$ cat config.mk
export PLATFORM = sky130hd
export DESIGN_NAME = fm_guard_decode
export DESIGN_NICKNAME = d
export VERILOG_FILES = /design/src/rtl/fm_guard_decode.sv
export SDC_FILE = /design/constraint.sdc
export NUM_CORES = 1
export LEC_CHECK = 0
export ABC_AREA = 1
export CORE_UTILIZATION = 47
export DETAILED_ROUTE_END_ITERATION = 6
export PLACE_DENSITY_LB_ADDON = 0.08
export SLEW_MARGIN = 20
export SYNTH_ARGS = -nofsm -noshare
export SYNTH_HDL_FRONTEND = slang
export SYNTH_SLANG_ARGS = --single-unit
$ cat constraint.sdc
create_clock -name clk -period 3.8 [get_ports clk]
set_clock_uncertainty 0.15 [all_clocks]
set_input_delay 0.76 -clock clk [delete_from_list [all_inputs] [get_ports clk]]
set_output_delay 0.76 -clock clk [all_outputs]
set_load 0.005 [all_outputs]
$ cat src/rtl/fm_guard_decode.sv
// rtl/fm_guard_decode.sv - rebuild 6x8 feature-map vectors from guard map + compacted byte stream
// Optional FM_GUARD_DECODE_STAT_EN: adds zero_vec_cnt_o, a saturating per-job count of all-zero guards.
`timescale 1ns/1ps
module fm_guard_decode #(
  parameter int FM_GUARD_GEN_PSUM_BUF_DEPTH = 64,
  parameter int LANES = 6,
  localparam int AW = $clog2(FM_GUARD_GEN_PSUM_BUF_DEPTH)
) (
  input  logic                  clk,
  input  logic                  rst_n,
  input  logic                  ctrl_valid,
  output logic                  ctrl_ready,
  output logic                  ctrl_finish,
  input  logic [AW-1:0]         stop_addr_i,
  input  logic                  is_diff_i,
  input  logic [LANES-1:0]      guard_i,
  input  logic                  guard_i_valid,
  output logic                  guard_i_ready,
  input  logic [7:0]            byte_i,
  input  logic                  byte_i_valid,
  output logic                  byte_i_ready,
  output logic [LANES-1:0][7:0] data_o,
  output logic [AW-1:0]         addr_o,
  output logic                  part_o,
  output logic                  data_o_valid,
  input  logic                  data_o_ready
`ifdef FM_GUARD_DECODE_STAT_EN
  ,
  output logic [15:0]           zero_vec_cnt_o
`endif
);

  typedef enum logic [2:0] {S_IDLE, S_GUARD, S_BYTE, S_PACK, S_EMIT} state_t;

  state_t                 r_state;
  state_t                 w_state_nxt;
  logic [AW-1:0]          r_stop;
  logic                   r_diff;
  logic [AW-1:0]          r_addr;
  logic                   r_part;
  logic [LANES-1:0]       r_mask;
  logic [LANES-1:0][7:0]  r_data;
  logic [1:0]             r_pcnt;
  logic                   r_finish;
  logic [2:0]             w_hi;
  logic [LANES-1:0]       w_mask_nxt;
  logic                   w_last;

  // Highest pending lane wins: bytes fill lanes 5 down to 0.
  always_comb begin
    w_hi = '0;
    for (int i = 0; i < LANES; i++) begin
      if (r_mask[i]) w_hi = i[2:0];
    end
  end

  assign w_mask_nxt = r_mask & ~(LANES'(1) << w_hi);
  assign w_last     = (r_addr == r_stop);

  always_ff @(posedge clk or negedge rst_n) begin
    if (!rst_n) r_state <= S_IDLE;
    else        r_state <= w_state_nxt;
  end

  always_comb begin
    w_state_nxt   = r_state;
    ctrl_ready    = 1'b0;
    guard_i_ready = 1'b0;
    byte_i_ready  = 1'b0;
    data_o_valid  = 1'b0;
    case (r_state)
      S_IDLE: begin
        ctrl_ready = 1'b1;
        if (ctrl_valid) w_state_nxt = S_GUARD;
      end
      S_GUARD: begin
        guard_i_ready = 1'b1;
        if (guard_i_valid) w_state_nxt = (guard_i == '0) ? S_EMIT : S_BYTE;
      end
      S_BYTE: begin
        byte_i_ready = 1'b1;
        if (byte_i_valid && (w_mask_nxt == '0)) w_state_nxt = S_EMIT;
      end
      S_PACK: begin
        byte_i_ready = 1'b1;
        if (byte_i_valid && (r_pcnt == 2'd2)) w_state_nxt = S_EMIT;
      end
      S_EMIT: begin
        data_o_valid = 1'b1;
        if (data_o_ready) begin
          if (!w_last)                w_state_nxt = r_part ? S_PACK : S_GUARD;
          else if (r_diff && !r_part) w_state_nxt = S_PACK;
          else                        w_state_nxt = S_IDLE;
        end
      end
      default: w_state_nxt = S_IDLE;
    endcase
  end

  always_ff @(posedge clk or negedge rst_n) begin
    if (!rst_n) begin
      r_stop   <= '0;
      r_diff   <= 1'b0;
      r_addr   <= '0;
      r_part   <= 1'b0;
      r_mask   <= '0;
      r_data   <= '0;
      r_pcnt   <= 2'd0;
      r_finish <= 1'b0;
    end else begin
      r_finish <= 1'b0;
      case (r_state)
        S_IDLE: begin
          if (ctrl_valid) begin
            r_stop <= stop_addr_i;
            r_diff <= is_diff_i;
            r_addr <= '0;
            r_part <= 1'b0;
          end
        end
        S_GUARD: begin
          if (guard_i_valid) begin
            r_mask <= guard_i;
            r_data <= '0;
          end
        end
        S_BYTE: begin
          if (byte_i_valid) begin
            r_data[w_hi] <= byte_i;
            r_mask       <= w_mask_nxt;
          end
        end
        S_PACK: begin
          // Nibble pass: high nibble goes to the higher lane of each pair.
          if (byte_i_valid) begin
            case (r_pcnt)
              2'd0: begin
                r_data[5] <= {4'h0, byte_i[7:4]};
                r_data[4] <= {4'h0, byte_i[3:0]};
              end
              2'd1: begin
                r_data[3] <= {4'h0, byte_i[7:4]};
                r_data[2] <= {4'h0, byte_i[3:0]};
              end
              default: begin
                r_data[1] <= {4'h0, byte_i[7:4]};
                r_data[0] <= {4'h0, byte_i[3:0]};
              end
            endcase
            r_pcnt <= (r_pcnt == 2'd2) ? 2'd0 : r_pcnt + 2'd1;
          end
        end
        S_EMIT: begin
          if (data_o_ready) begin
            if (!w_last) begin
              r_addr <= r_addr + AW'(1);
            end else if (r_diff && !r_part) begin
              r_addr <= '0;
              r_part <= 1'b1;
            end else begin
              r_finish <= 1'b1;
            end
          end
        end
        default: ;
      endcase
    end
  end

  assign ctrl_finish = r_finish;
  assign data_o      = r_data;
  assign addr_o      = r_addr;
  assign part_o      = r_part;

`ifdef FM_GUARD_DECODE_STAT_EN
  logic [15:0] r_zcnt;

  always_ff @(posedge clk or negedge rst_n) begin
    if (!rst_n) begin
      r_zcnt <= 16'h0000;
    end else if ((r_state == S_IDLE) && ctrl_valid) begin
      r_zcnt <= 16'h0000;
    end else if ((r_state == S_GUARD) && guard_i_valid && (guard_i == '0) && (r_zcnt != 16'hFFFF)) begin
      r_zcnt <= r_zcnt + 16'h0001;
    end
  end

  assign zero_vec_cnt_o = r_zcnt;
`endif

endmodule

* Yosys cells after proc, flatten, opt, wreduce, memory -nomap -nowiden
Index checks and enable logic that the tools add are counted.
** Storage, ports and cells
- Word-level logic and storage cells :: 111
- Output and inout port bits :: 60
- Input bits :: 27
- Register bits :: 74
** Operators by class
- Reduce and logical (&&, ||, !) cells :: 23
- Equality and inequality tests :: 20
- Shift operators :: 1
- Bitwise operators :: 2
- Magnitude comparators :: 2
- $add $sub $neg :: 2
- Mux-type cells :: 47
** Operators by type and width (number)
- two-way mux 48 bit :: 3
- one-hot mux 48 bit (3 select lines) :: 1
- bitwise mux 48 bit :: 1
- two-way mux 16 bit :: 3
- two-way mux 6 bit :: 6
- AND reduction 5 bit :: 5
- demux 8 bit (select 3 bit) :: 1
- two-way mux 3 bit :: 8
- one-hot mux 6 bit (2 select lines) :: 2
- != test 2 bit (second input constant) :: 10
- one-hot mux 3 bit (5 select lines) :: 1
- two-way mux 1 bit :: 13
- zero test 6 bit :: 2
- two-way mux 2 bit :: 6
- two-way mux 8 bit :: 1
- adder 6 x 1 -> 6 bit (second input constant) :: 1
- bitwise AND 6 bit :: 1
- == test 3 x 2 -> 1 bit (second input constant) :: 2
- == test 6 bit :: 1
- inverter 6 bit :: 1
- << shifter 1 x 3 -> 6 bit (first input constant) :: 1
- logical AND 1 bit :: 4
- less-than comparator 3 x 4 -> 1 bit (second input constant) :: 1
- != test 2 x 1 -> 1 bit (second input constant) :: 2
- other kinds (17) :: 20

* Longest topological paths before layout
Gate-level depths: netlist (run 1).
- Depth after elaboration :: 12
- Gate-level depth with buffers :: 11
- Mapped depth without buffers :: 11

* Worst setup path before layout (run 1)
No wires, ideal clock.
- Path type :: in2reg
- Start :: input port byte_i_valid
- End :: register r_data, in the netlist data_o[14]
- Data required time :: 3.526 ns
- Setup time :: 0.124 ns
- Cell stages on the path :: 8
- Path slack :: 1.916 ns
- Path buffers :: 1
- Arrival :: 1.610 ns
- Cell sequence :: inv_1 -> nor2_2 -> nor2_8 -> nor2_8 -> nand2_2 -> buf_2 -> o21ai_1 -> a21oi_1
** Between the ends
- Longest elaborated chain between the ends :: 2
- Elaborated cells on any way between the ends :: 3
- Classes of those cells :: eq/ne (2); reduce/logical (1)
** Ends and longest elaborated chain
- from (decl) :: line 20 : input logic byte_i_valid,
- != test 2 bit (no source line)
- AND reduction 5 bit (no source line) (*)
- to (signal, indexed assignment) :: line 129 : r_data[w_hi] <= byte_i;
- to (decl) :: line 42 : logic [LANES-1:0][7:0] r_data;
Every way passes the cells marked *; elsewhere a longest branch is shown, timed or not.
A chain may end at the register's enable or synchronous reset.

* Worst setup path in the final report (run 1)
- Start :: register r_state[1]
- End :: output port data_o_valid
** Between the ends
- Longest elaborated chain between the ends :: 2
** Ends and longest elaborated chain
- from (decl) :: line 35 : state_t r_state;
- from (signal assigned) :: line 62 : else r_state <= w_state_nxt;
- == test 3 bit :: line 71 : case (r_state)
- two-way mux 1 bit :: line 71
- to (decl) :: line 25 : output logic data_o_valid,
No other way between the ends.

==> results of run 1 <==
worst min path at each step:
stage | to | start | cells past startpoint
after floorplan | addr_o[0] | rst_n | 0
after global routing | r_mask[0] | r_mask[0] | 1
after CTS | r_mask[0] | r_mask[0] | 1
after global placement | r_mask[0] | r_mask[0] | 1
final | data_o[45] | rst_n | 1
after detailed placement | r_mask[0] | r_mask[0] | 1
metal layers:
metal | wire length [um] | part of all wire | track usage | vias to the layer above
li1 | - | - | - | 1711
met1 | 4230 | 0.46 | 0.313 | 1602
met2 | 4420 | 0.48 | 0.376 | 105
met3 | 435 | 0.047 | 0.0381 | 10
met4 | 110 | 0.012 | 0.0807 | 0
met5 | 0 | 0 | 0 | -
cells by family after synthesis:
logic type	Yosys count	share of synthesized area
AOI/OAI and AO/OA	113	0.161
xor gates and xnor gates	4	0.00921
adders and majority gates	1	0.00329
buffers and inverters	85	0.0914
DFF	74	0.487
muxes	3	0.00888
and+or+nand+nor	190	0.239
through the flow:
step	util	power [uW]	cell area [sq um]
3_3_place_gp	0.610	3010	4740
6_report	0.635	3650	4930
4_1_cts	0.635	3670	4930
2_1_floorplan	-	2330	3800
3_5_place_dp	0.610	3050	4740
5_1_grt	0.635	3930	4930
sequential cells by signal, indices dropped and copies added (netlist names):
| signal | count |
|---|---|
| addr_o | 6 |
| part_o | 1 |
| ctrl_finish | 1 |
| r_mask | 6 |
| r_pcnt | 2 |
| r_state | 3 |
| data_o | 48 |
| r_stop | 6 |
| r_diff | 1 |
where the power goes:
part | total, uW | leakage [uW] | switching [uW] | internal (uW)
Combinational | 1700 | 0.00122 | 910 | 793
Sequential | 1340 | 0.000974 | 242 | 1090
Clock | 610 | 0.0000917 | 308 | 302
cell type report:
| class | instances | area [sq um] | area share |
|---|---|---|---|
| flip-flops and latches | 74 | 1850 | 0.376 |
| repair buffers | 88 | 883 | 0.179 |
| multi-input cells | 311 | 1600 | 0.325 |
| inverters | 72 | 273 | 0.0553 |
| clock inverters | 6 | 67.6 | 0.0137 |
| well taps | 102 | 128 | 0.0259 |
| clock buffers | 9 | 124 | 0.0251 |
placed cells by master (no fill, tap or decap), types with 5 or more instances in the layout:
| cell type | synthesis | routed |
|---|---|---|
| sky130_fd_sc_hd__a21oi_1 | 37 | 37 |
| sky130_fd_sc_hd__clkbuf_8 | 0 | 9 |
| sky130_fd_sc_hd__clkdlybuf4s50_1 | 0 | 85 |
| sky130_fd_sc_hd__dfrtp_1 | 74 | 74 |
| sky130_fd_sc_hd__inv_1 | 67 | 67 |
| sky130_fd_sc_hd__nand2_1 | 87 | 87 |
| sky130_fd_sc_hd__nand2_2 | 7 | 7 |
| sky130_fd_sc_hd__nand3_1 | 34 | 34 |
| sky130_fd_sc_hd__nor2_1 | 41 | 41 |
| sky130_fd_sc_hd__nor2_2 | 5 | 5 |
| sky130_fd_sc_hd__o21ai_0 | 43 | 43 |
| sky130_fd_sc_hd__o21ai_1 | 14 | 14 |
| sky130_fd_sc_hd__o22ai_1 | 6 | 6 |
critical path, cell delays in order (launching register included):
cell	delay [ns]
sky130_fd_sc_hd__dfrtp_1	0.49
sky130_fd_sc_hd__inv_2	0.13
sky130_fd_sc_hd__nand2_1	0.11
sky130_fd_sc_hd__nor2_2	0.24
sky130_fd_sc_hd__clkdlybuf4s50_1	0.56
==> metrics.txt, run 1 <==
# TYPE chip_impl_metric gauge
chip_impl_metric{name="cts-hold-fix-buffers",unit=""} 0
chip_impl_info{name="critical_path.startpoint",value="r_state[1]"} 1
chip_impl_metric{name="min_period_over_period",unit=""} 0.733
chip_impl_metric{name="ant_nets",unit=""} 0
chip_impl_info{name="yosys.area.top_type",value="sky130_fd_sc_hd__dfrtp_1"} 1
chip_impl_info{name="prevailing_post_synth_register_cell",value="sky130_fd_sc_hd__dfrtp_1"} 1
chip_impl_metric{name="critical_path.max_fanout",unit=""} 7
chip_impl_metric{name="report.final.hold_viol_count",unit=""} 0
chip_impl_metric{name="clock_insertion_delay_worst_skew",unit="ns"} 0.35
chip_impl_info{name="criticalPathCategory",value="reg -> out"} 1
chip_impl_metric{name="p_leak",unit="uW"} 0.00229
chip_impl_metric{name="data_arrival_time_of_the_critical_path",unit="ns"} 1.87
chip_impl_metric{name="antenna_violations_before_repair",unit=""} 0
chip_impl_info{name="worstSetupEndpoint",value="data_o_valid"} 1
chip_impl_metric{name="ioPinCount",unit=""} 87
chip_impl_metric{name="final_non_filler_cell_total",unit=""} 662
chip_impl_metric{name="initial_core_util",unit=""} 0.490
chip_impl_metric{name="cts-buffers-inserted",unit=""} 9
chip_impl_metric{name="cell_count_after_synthesis",unit=""} 470
chip_impl_metric{name="max_slew_margin",unit=""} 0.458
chip_impl_metric{name="fillCellCount",unit=""} 666
chip_impl_metric{name="postCtsSetupRepairBufs",unit=""} 0
chip_impl_metric{name="placedCellCount",unit=""} 647
chip_impl_info{name="critical_path.startpoint_type",value="flop"} 1
chip_impl_metric{name="number_of_drc_violations_after_detailed_routing",unit=""} 0
chip_impl_metric{name="slew_limit_fails",unit=""} 0
chip_impl_info{name="timing.critical_path.to_type",value="output pin"} 1
chip_impl_metric{name="r2r_setup_slack",unit="ns"} 1.80
chip_impl_metric{name="die_h",unit="um"} 92.0
chip_impl_info{name="clock_tree.root_cell",value="sky130_fd_sc_hd__clkbuf_8"} 1
chip_impl_metric{name="via_count_of_the_first_global_routing_pass",unit=""} 3266
chip_impl_metric{name="clock.fmax",unit="GHz"} 0.359
chip_impl_info{name="worst_r2r_startpoint",value="r_state[1]"} 1
chip_impl_metric{name="detail_route.vias_per_cell",unit=""} 5.18
chip_impl_metric{name="grt_overflow",unit=""} 0
chip_impl_metric{name="fraction_of_layout_cells_with_a_size_suffix_above_1",unit=""} 0.0911
chip_impl_metric{name="row_count",unit=""} 32
chip_impl_metric{name="detail_route.wl_per_cell",unit="um"} 13.9
chip_impl_metric{name="reg2reg_depth",unit=""} 9
chip_impl_metric{name="ys_seq_area_frac",unit=""} 0.487
chip_impl_metric{name="fin_crit",unit="ns"} 2.78
chip_impl_metric{name="yosys.area.top_type_share",unit=""} 0.487
chip_impl_metric{name="syn-num-nets",unit=""} 498
chip_impl_metric{name="core-area",unit="sq um"} 7770
chip_impl_metric{name="postSynth.asyncResetShare",unit=""} 1.00
chip_impl_metric{name="numClockSinks",unit=""} 74
chip_impl_metric{name="die_width",unit="um"} 92.0
chip_impl_metric{name="areaGrowthSynthToFinish",unit="%"} 29.6
chip_impl_metric{name="design.die.area",unit="sq um"} 8460
chip_impl_metric{name="cts.repair.resized",unit=""} 0
chip_impl_metric{name="post_place_worst_slack",unit="ns"} 1.13
chip_impl_info{name="grt_setup_unrepaired",value="no"} 1
chip_impl_metric{name="max_slew.worst_pin.slew",unit="ns"} 0.813
chip_impl_metric{name="netlist-cell-type-count",unit=""} 36
chip_impl_metric{name="max_cap_violation_count",unit=""} 0
chip_impl_metric{name="cts-htree-levels",unit=""} 3
chip_impl_metric{name="timing.final.setup_violations",unit=""} 0
chip_impl_metric{name="portBuffers",unit=""} 86
chip_impl_metric{name="drt_first_iter_violations",unit=""} 201
chip_impl_info{name="synth_top_cells_by_count",value="87 x sky130_fd_sc_hd__nand2_1, 74 x sky130_fd_sc_hd__dfrtp_1, 67 x sky130_fd_sc_hd__inv_1"} 1
chip_impl_metric{name="antenna_cells",unit=""} 0
chip_impl_metric{name="yosys_warnings",unit=""} 0
chip_impl_metric{name="post_synth_edffs",unit=""} 0
chip_impl_info{name="cts_tree",value="done"} 1
chip_impl_metric{name="final_nets",unit=""} 584
chip_impl_metric{name="cts_max_path_buffers",unit=""} 2
chip_impl_metric{name="vdd_ir_drop_max",unit="V"} 0.000423
chip_impl_metric{name="power.density",unit="nW/um^2"} 740
chip_impl_metric{name="drt_pass1_iterations",unit=""} 4
chip_impl_metric{name="routed_wl",unit="um"} 9200
chip_impl_metric{name="global_route_wire_length_before_repair",unit="um"} 15400
chip_impl_metric{name="grt_use_total",unit=""} 0.231
chip_impl_metric{name="setup-tns-final",unit="ns"} 0
chip_impl_metric{name="cts_clk_pin_slew_worst_paths",unit="ns"} 0.09
chip_impl_metric{name="finalWeightedCongestion",unit=""} 0.812
chip_impl_metric{name="hpwlAfterDp",unit="um"} 6860
chip_impl_metric{name="number_of_register_bits_inferred_by_synthesis",unit=""} 74
chip_impl_metric{name="worst-endpoint-required",unit="ns"} 2.89
chip_impl_info{name="crit-reg2reg-capture",value="r_mask[3]"} 1
chip_impl_metric{name="avgSynthCellArea",unit="sq um"} 8.09
chip_impl_info{name="hold_path.class",value="in -> async"} 1
chip_impl_metric{name="synth.cell_area",unit="sq um"} 3800
chip_impl_metric{name="timing.final.ws_setup",unit="ns"} 1.02
chip_impl_info{name="status",value="finished clean"} 1
chip_impl_metric{name="grt_start_max_net_pins",unit=""} 39
chip_impl_metric{name="worst_hold_slack",unit="ns"} 0.349
chip_impl_metric{name="via_count",unit=""} 3428
chip_impl_info{name="post-synth-top-count-cell",value="sky130_fd_sc_hd__nand2_1"} 1
chip_impl_info{name="synth_top_cells_by_area",value="sky130_fd_sc_hd__dfrtp_1 49%, sky130_fd_sc_hd__nand2_1 8.6%, sky130_fd_sc_hd__inv_1 6.6%"} 1
No activity file was read; power rests on OpenSTA's default activity.
==> run 2: changes to the inputs <==
CORE_UTILIZATION = 46   (was 47)
clock period = 2.43 ns   (was 3.8 ns; I/O delays follow)
==> run 2 against run 1 <==
The flow now finishes with violations (negative hold slack). Non-clock buffer count increased by 6. Clock power increased by 77%. Combinational power increased by 62%. Flip-flop and latch count unchanged. Wire length increased by 1.3%. Sequential power increased by 55%. Core utilization increased by 0.40 points. Total power increased by 62%. Global-route usage decreased by 0.56 points. Sequential share of layout area decreased by 0.54 points. Largest power group unchanged.
==> metrics.txt, run 2 (synthesis results as in run 1) <==
# TYPE chip_impl_metric gauge
chip_impl_metric{name="max_slew.worst_pin.slew",unit="ns"} 0.484
chip_impl_metric{name="reg2reg_depth",unit=""} 8
chip_impl_metric{name="data_arrival_time_of_the_critical_path",unit="ns"} 1.68
chip_impl_info{name="failed_checks",value="negative hold slack"} 1
chip_impl_metric{name="die_h",unit="um"} 92.9
chip_impl_metric{name="cts-hold-fix-buffers",unit=""} 0
chip_impl_info{name="status",value="finished with violations"} 1
chip_impl_metric{name="r2r_setup_slack",unit="ns"} 0.47
chip_impl_metric{name="finalWeightedCongestion",unit=""} 0.886
chip_impl_metric{name="ioPinCount",unit=""} 87
chip_impl_info{name="hold_path.class",value="in -> async"} 1
chip_impl_metric{name="global_route_wire_length_before_repair",unit="um"} 15000
chip_impl_info{name="clock_tree.root_cell",value="sky130_fd_sc_hd__clkbuf_8"} 1
chip_impl_info{name="layout.cells.most_common_list",value="87 x sky130_fd_sc_hd__nand2_1, 85 x sky130_fd_sc_hd__clkdlybuf4s50_1, 71 x sky130_fd_sc_hd__dfrtp_1, 66 x sky130_fd_sc_hd__inv_1, 43 x sky130_fd_sc_hd__o21ai_0"} 1
chip_impl_metric{name="max_cap_violation_count",unit=""} 0
chip_impl_metric{name="fin_total_pwr",unit="uW"} 5910
chip_impl_metric{name="max_slew_margin",unit=""} 0.677
chip_impl_metric{name="design.die.area",unit="sq um"} 8640
chip_impl_info{name="criticalPathCategory",value="reg -> out"} 1
chip_impl_metric{name="power.density",unit="nW/um^2"} 1180
chip_impl_metric{name="cts_max_path_buffers",unit=""} 2
chip_impl_metric{name="fraction_of_layout_cells_with_a_size_suffix_above_1",unit=""} 0.109
chip_impl_metric{name="antenna_violations_before_repair",unit=""} 0
chip_impl_metric{name="worst_hold_slack",unit="ns"} -0.00129
chip_impl_metric{name="setup-tns-final",unit="ns"} 0
chip_impl_metric{name="initial_core_util",unit=""} 0.485
chip_impl_metric{name="critical_path.max_fanout",unit=""} 8
chip_impl_metric{name="slew_limit_fails",unit=""} 0
chip_impl_info{name="grt_setup_unrepaired",value="no"} 1
chip_impl_metric{name="final_nets",unit=""} 590
chip_impl_metric{name="antenna_cells",unit=""} 0
chip_impl_metric{name="p_leak",unit="uW"} 0.00233
chip_impl_metric{name="report.final.hold_viol_count",unit=""} 1
chip_impl_info{name="cts_tree",value="done"} 1
chip_impl_metric{name="grt_use_total",unit=""} 0.226
chip_impl_metric{name="critical_path_cell_count",unit=""} 4
chip_impl_metric{name="drt_first_iter_violations",unit=""} 184
chip_impl_metric{name="row_count",unit=""} 32
chip_impl_metric{name="detail_route.vias_per_cell",unit=""} 5.09
chip_impl_metric{name="clock.fmax",unit="GHz"} 0.432
chip_impl_metric{name="vdd_ir_drop_max",unit="V"} 0.000618
chip_impl_info{name="crit-reg2reg-capture",value="data_o[25]"} 1
chip_impl_metric{name="number_of_drc_violations_after_detailed_routing",unit=""} 0
chip_impl_metric{name="grt_start_max_net_pins",unit=""} 75
chip_impl_metric{name="critical_path.max_stage_delay",unit="ns"} 0.50
chip_impl_info{name="worst_r2r_startpoint",value="r_state[2]"} 1
chip_impl_info{name="timing.critical_path.to_type",value="output pin"} 1
chip_impl_metric{name="hpwlAfterDp",unit="um"} 6810
chip_impl_info{name="final_common_cell",value="sky130_fd_sc_hd__nand2_1"} 1
chip_impl_metric{name="clock_insertion_delay_worst_skew",unit="ns"} 0.35
chip_impl_info{name="worstSetupEndpoint",value="guard_i_ready"} 1
chip_impl_metric{name="worst-endpoint-required",unit="ns"} 1.79
chip_impl_metric{name="core-area",unit="sq um"} 7850
chip_impl_metric{name="drt_pass1_iterations",unit=""} 5
chip_impl_metric{name="cts_clk_pin_slew_worst_paths",unit="ns"} 0.09
chip_impl_metric{name="largest_register_ffs",unit=""} 48
chip_impl_metric{name="portBuffers",unit=""} 86
chip_impl_metric{name="grt_overflow",unit=""} 0
chip_impl_metric{name="die_width",unit="um"} 92.9
chip_impl_info{name="crit_family",value="buffers and inverters"} 1
chip_impl_info{name="critical_path.startpoint_type",value="flop"} 1
chip_impl_metric{name="cts-htree-levels",unit=""} 3
chip_impl_metric{name="areaGrowthSynthToFinish",unit="%"} 31.8
chip_impl_metric{name="min_period_over_period",unit=""} 0.953
chip_impl_metric{name="timing.final.setup_violations",unit=""} 0
chip_impl_metric{name="detail_route.wl_per_cell",unit="um"} 13.9
chip_impl_metric{name="critical_path_buf_inv_count",unit=""} 3
chip_impl_metric{name="via_count_of_the_first_global_routing_pass",unit=""} 3128
chip_impl_metric{name="via_count",unit=""} 3402
chip_impl_metric{name="ant_nets",unit=""} 0
chip_impl_info{name="critical_path.startpoint",value="r_state[2]"} 1
chip_impl_info{name="cells_along_the_critical_path",value="inv_4 -> nand3_2 -> inv_2 -> clkdlybuf4s50_1"} 1
chip_impl_metric{name="routed_wl",unit="um"} 9320
chip_impl_metric{name="cts-buffers-inserted",unit=""} 9
chip_impl_metric{name="numClockSinks",unit=""} 74
chip_impl_metric{name="fin_crit",unit="ns"} 2.31
chip_impl_info{name="slowest_stage_cell_crit_path",value="sky130_fd_sc_hd__clkdlybuf4s50_1"} 1
## run 2: cell types whose count changed in the layout (fill, tap and decap cells not counted), sizes merged
cell / change
bufinv: +1
buf: +6
clkinv: -1
inv: +1
## run 2: layout make-up
cell class	count	area, sq um
timing repair buffer	94	928
sequential	74	1860
multi-input combinational	311	1600
clock inverter	7	101
inverter	72	273
tap	102	128
fill	705	2830
clock buffer	9	124
## run 2: routing by layer
layer	track usage	vias up	part of all wire
met5	0	-	0
met1	0.308	1598	0.47
met2	0.358	83	0.47
met3	0.0435	8	0.048
li1	-	1713	-
met4	0.0821	0	0.011
## run 2: timing repair
item | CTS | global route
buffers inserted | 0 | 3
resized for setup | 0 | 4
endpoints found under the setup margin | 0 | 3
## run 2: worst reg2reg max path, stage by stage (launching register included)
cell                      delay [ns]
sky130_fd_sc_hd__dfrtp_2        0.46
sky130_fd_sc_hd__inv_4          0.12
sky130_fd_sc_hd__nand3_2        0.15
sky130_fd_sc_hd__nor2_4         0.17
sky130_fd_sc_hd__nor2_8         0.06
sky130_fd_sc_hd__nor2_4         0.15
sky130_fd_sc_hd__nand2_1        0.26
sky130_fd_sc_hd__nand3_1        0.20
sky130_fd_sc_hd__o21ai_0        0.12
## run 2: stage by stage
| stage | util | std cells | instance area [sq um] | worst slack (ns) | hold WS [ns] |
|---|---|---|---|---|---|
| floorplan | - | 470 | 3800 | 0.755 | 0.0404 |
| finish | 0.639 | 669 | 5010 | 0.115 | -0.00129 |
| global placement | 0.607 | 650 | 4760 | 0.0954 | 0.332 |
| CTS | 0.636 | 666 | 4990 | 0.0492 | 0.0280 |
| global route | 0.639 | 669 | 5010 | 0.0152 | 0.0391 |
| detailed placement | 0.607 | 650 | 4760 | 0.0494 | 0.338 |
## run 2: how the worst min path moves through the flow
stage | startpoint | to | slack [ns] | cells past startpoint
finish | rst_n | data_o[46] | -0.001 | 2
CTS | rst_n | data_o[46] | 0.03 | 2
global route | rst_n | data_o[12] | 0.04 | 2
floorplan | rst_n | addr_o[0] | 0.04 | 0
global placement | r_mask[0] | r_mask[0] | 0.33 | 1
detailed placement | r_mask[0] | r_mask[0] | 0.34 | 1
## run 2: power by group
group | internal (uW) | total (uW) | switching, uW
clock | 587 | 1080 | 496
sequential | 1720 | 2080 | 359
combinational | 1290 | 2750 | 1460
==> variant: new RTL, flow settings as in run 2 <==
The parameter `LANES` goes from 6 to 12.
--- a/src/rtl/fm_guard_decode.sv
+++ b/src/rtl/fm_guard_decode.sv
@@ -3,7 +3,7 @@
 `timescale 1ns/1ps
 module fm_guard_decode #(
   parameter int FM_GUARD_GEN_PSUM_BUF_DEPTH = 64,
-  parameter int LANES = 6,
+  parameter int LANES = 12,
   localparam int AW = $clog2(FM_GUARD_GEN_PSUM_BUF_DEPTH)
 ) (
   input  logic                  clk,
Ports: changed (resized data_o and guard_i); port bits go from 87 to 141. No check against the original RTL was run, so the function may have changed too.
==> variant against run 2 <==
Sequential cell count increased by 22; setup slack got worse by 34 ps; wire length increased by 39%; critical path type unchanged; global-route usage increased by 1.6 points; area after synthesis increased by 29%; clock power decreased by 9%; power increased by 29%; largest power group unchanged; highest routed layer unchanged; design area increased by 26%; synthesized cell count increased by 26%; worst hold slack improved by 340 ps.
==> variant: results (changes against run 2) <==
Synth Flop Type dfrtp_1 (unchanged); setup bufs post-CTS 0 (unchanged); ranking of synthesized cells by area dfrtp_1 49%, nand2_1 6.6%, inv_1 6.5% (was dfrtp_1 49%, nand2_1 8.6%, inv_1 6.6%); CP max stage delay 570 ps (was 500 ps); Cell variety after synth 35 (was 36); via count of the first global-routing pass 4187 (was 3128); initial drt markers 225 (was 184); switching power 3.27 mW (was 2.32 mW); Metal-1 WL 5.92 mm (was 4.36 mm); Global Route met1 Usage 33.1% (was 30.8%); Worst Hold Class reg -> reg (was in -> async); xor/xnor cell area share of the yosys netlist 1.07% (was 0.921%); async set-reset flop share out of synthesis 100% (unchanged); H-tree lvl count 3 (unchanged); CTS Buffer Depth 2 (unchanged); outcome finished clean (was finished with violations); Met2 Wirelength 5.97 mm (was 4.41 mm); # port buffers 108 (was 86); leakage power 3.07 nW (was 2.33 nW); cell family with most CP delay buffers and inverters (unchanged); worst-skew pair later-pin latency ~360 ps; fin nets 752 (was 590); YS warnings 0 (unchanged); crit path DAT 1710 ps (was 1680 ps); met3 global-route usage 4.05% (was 4.35%); CP max stage cell clkdlybuf4s50_1 (unchanged); Synth Area in Adders 0.256% (was 0.329%); M2 GR Usage 39.1% (was 35.8%); n_diodes 0 (unchanged); sw frac 42.7% (was 39.2%); GP Congestion 0.849 (was 0.886); DP Area 0.00614 mm² (was 0.00476 mm²); clock slew at reported path FFs approximately 100 ps; complex-gate fraction of the synthesized area 17.5% (was 16.1%); clock share of power 12.8% (was 18.3%); TritonRoute pass-1 iters 5 (unchanged); Peak VDD IR 0.535 mV (was 0.618 mV); drt wl/cell 15.0 µm (was 13.9 µm); crit-path max FO 6 (was 8); first-pass GRT wire length 20.8 mm (was 15.0 mm); max reg flops 64 (was 48); initial antenna violation count 0 (unchanged); CTS buffer count 9 (unchanged); Final HPWL DP 9.72 mm (was 6.81 mm); commonest cells in the synthesized netlist 96 x dfrtp_1, 86 x nand2_1, 85 x inv_1, 60 x nor2_1, 41 x nand3_1 (was 87 x nand2_1, 74 x dfrtp_1, 67 x inv_1, 43 x o21ai_0, 41 x nor2_1); vias post-DR 4452 (was 3402); Setup WS pre-CTS 52.8 ps (was 49.4 ps); met3 WL 807 µm (was 446 µm); GR Overflow Total 0 (unchanged); total track usage 24.2% (was 22.6%); share of cells above drive strength 1 7.75% (was 10.9%); clk root buf clkbuf_8 (unchanged); mux contribution to synthesized area 0% (was 0.888%); Comb power 4.08 mW (was 2.75 mW); Seq/Total Area, Yosys 49.1% (was 48.7%); largest net degree at the start of global routing 37 (was 75); Top Metal Used met4 (unchanged)
variant: cell count changes in the layout (fill, tap and decap cells not counted), sizes merged, moves of 19 or more:
cell	run 2	this run
o22ai	6	32
conb	0	32
a2bb2oi	1	21
dfrtp	74	96
clkdlybuf4s50	85	107
inv	74	94
a21oi	38	19
variant: final cells by class:
type | instances | area [µm²]
clock inverter | 6 | 53.8
multi-input combinational | 389 | 1970
inverter | 93 | 349
sequential | 96 | 2400
clock buffer | 10 | 128
fill | 952 | 3980
tap | 136 | 170
timing repair buffer | 129 | 1260
variant: tightest hold or removal path: cells and delay by family, from the launching register on:
family           cells  cell delay (ps)
flip-flops           1              360
AND/OR/NAND/NOR      2              110
variant: through the flow:
step | TNS, ps | std cells | power [mW] | util (%)
2_1_floorplan | 0 | 622 | 4.96 | -
3_5_place_dp | 0 | 842 | 6.64 | 59.5
4_1_cts | 0 | 859 | 7.65 | 61.4
5_1_grt | -10.4 | 859 | 8.22 | 61.4
3_3_place_gp | 0 | 842 | 6.55 | 59.5
6_report | 0 | 859 | 7.65 | 61.4
variant: kinds of logic after synthesis:
group                      count (synthesis)
and+or+nand+nor                          210
AOI/OAI and AO/OA                        140
buffers and inverters                    137
DFF                                       96
xor gates and xnor gates                   6
adders and majority gates                  1
other                                      1
variant: what timing repair did:
action	4_1_cts	5_1_grt
resized for setup	1	3
hold buffers	1	0
endpoints found under the hold margin	28	0
setup endpoints to repair	1	11
variant: worst paths after layout:
path	start	end	slack, ps	cells past startpoint
worst max-delay path	r_state[2]	guard_i_ready	80	2
min in group asynchronous	rst_n	r_mask[9]	450	2
worst min register to register	r_diff	r_diff	340	2
worst min-delay path	r_diff	r_diff	340	2
worst max register to register	r_mask[10]	data_o[18]	200	8
max in group asynchronous	rst_n	data_o[49]	920	3
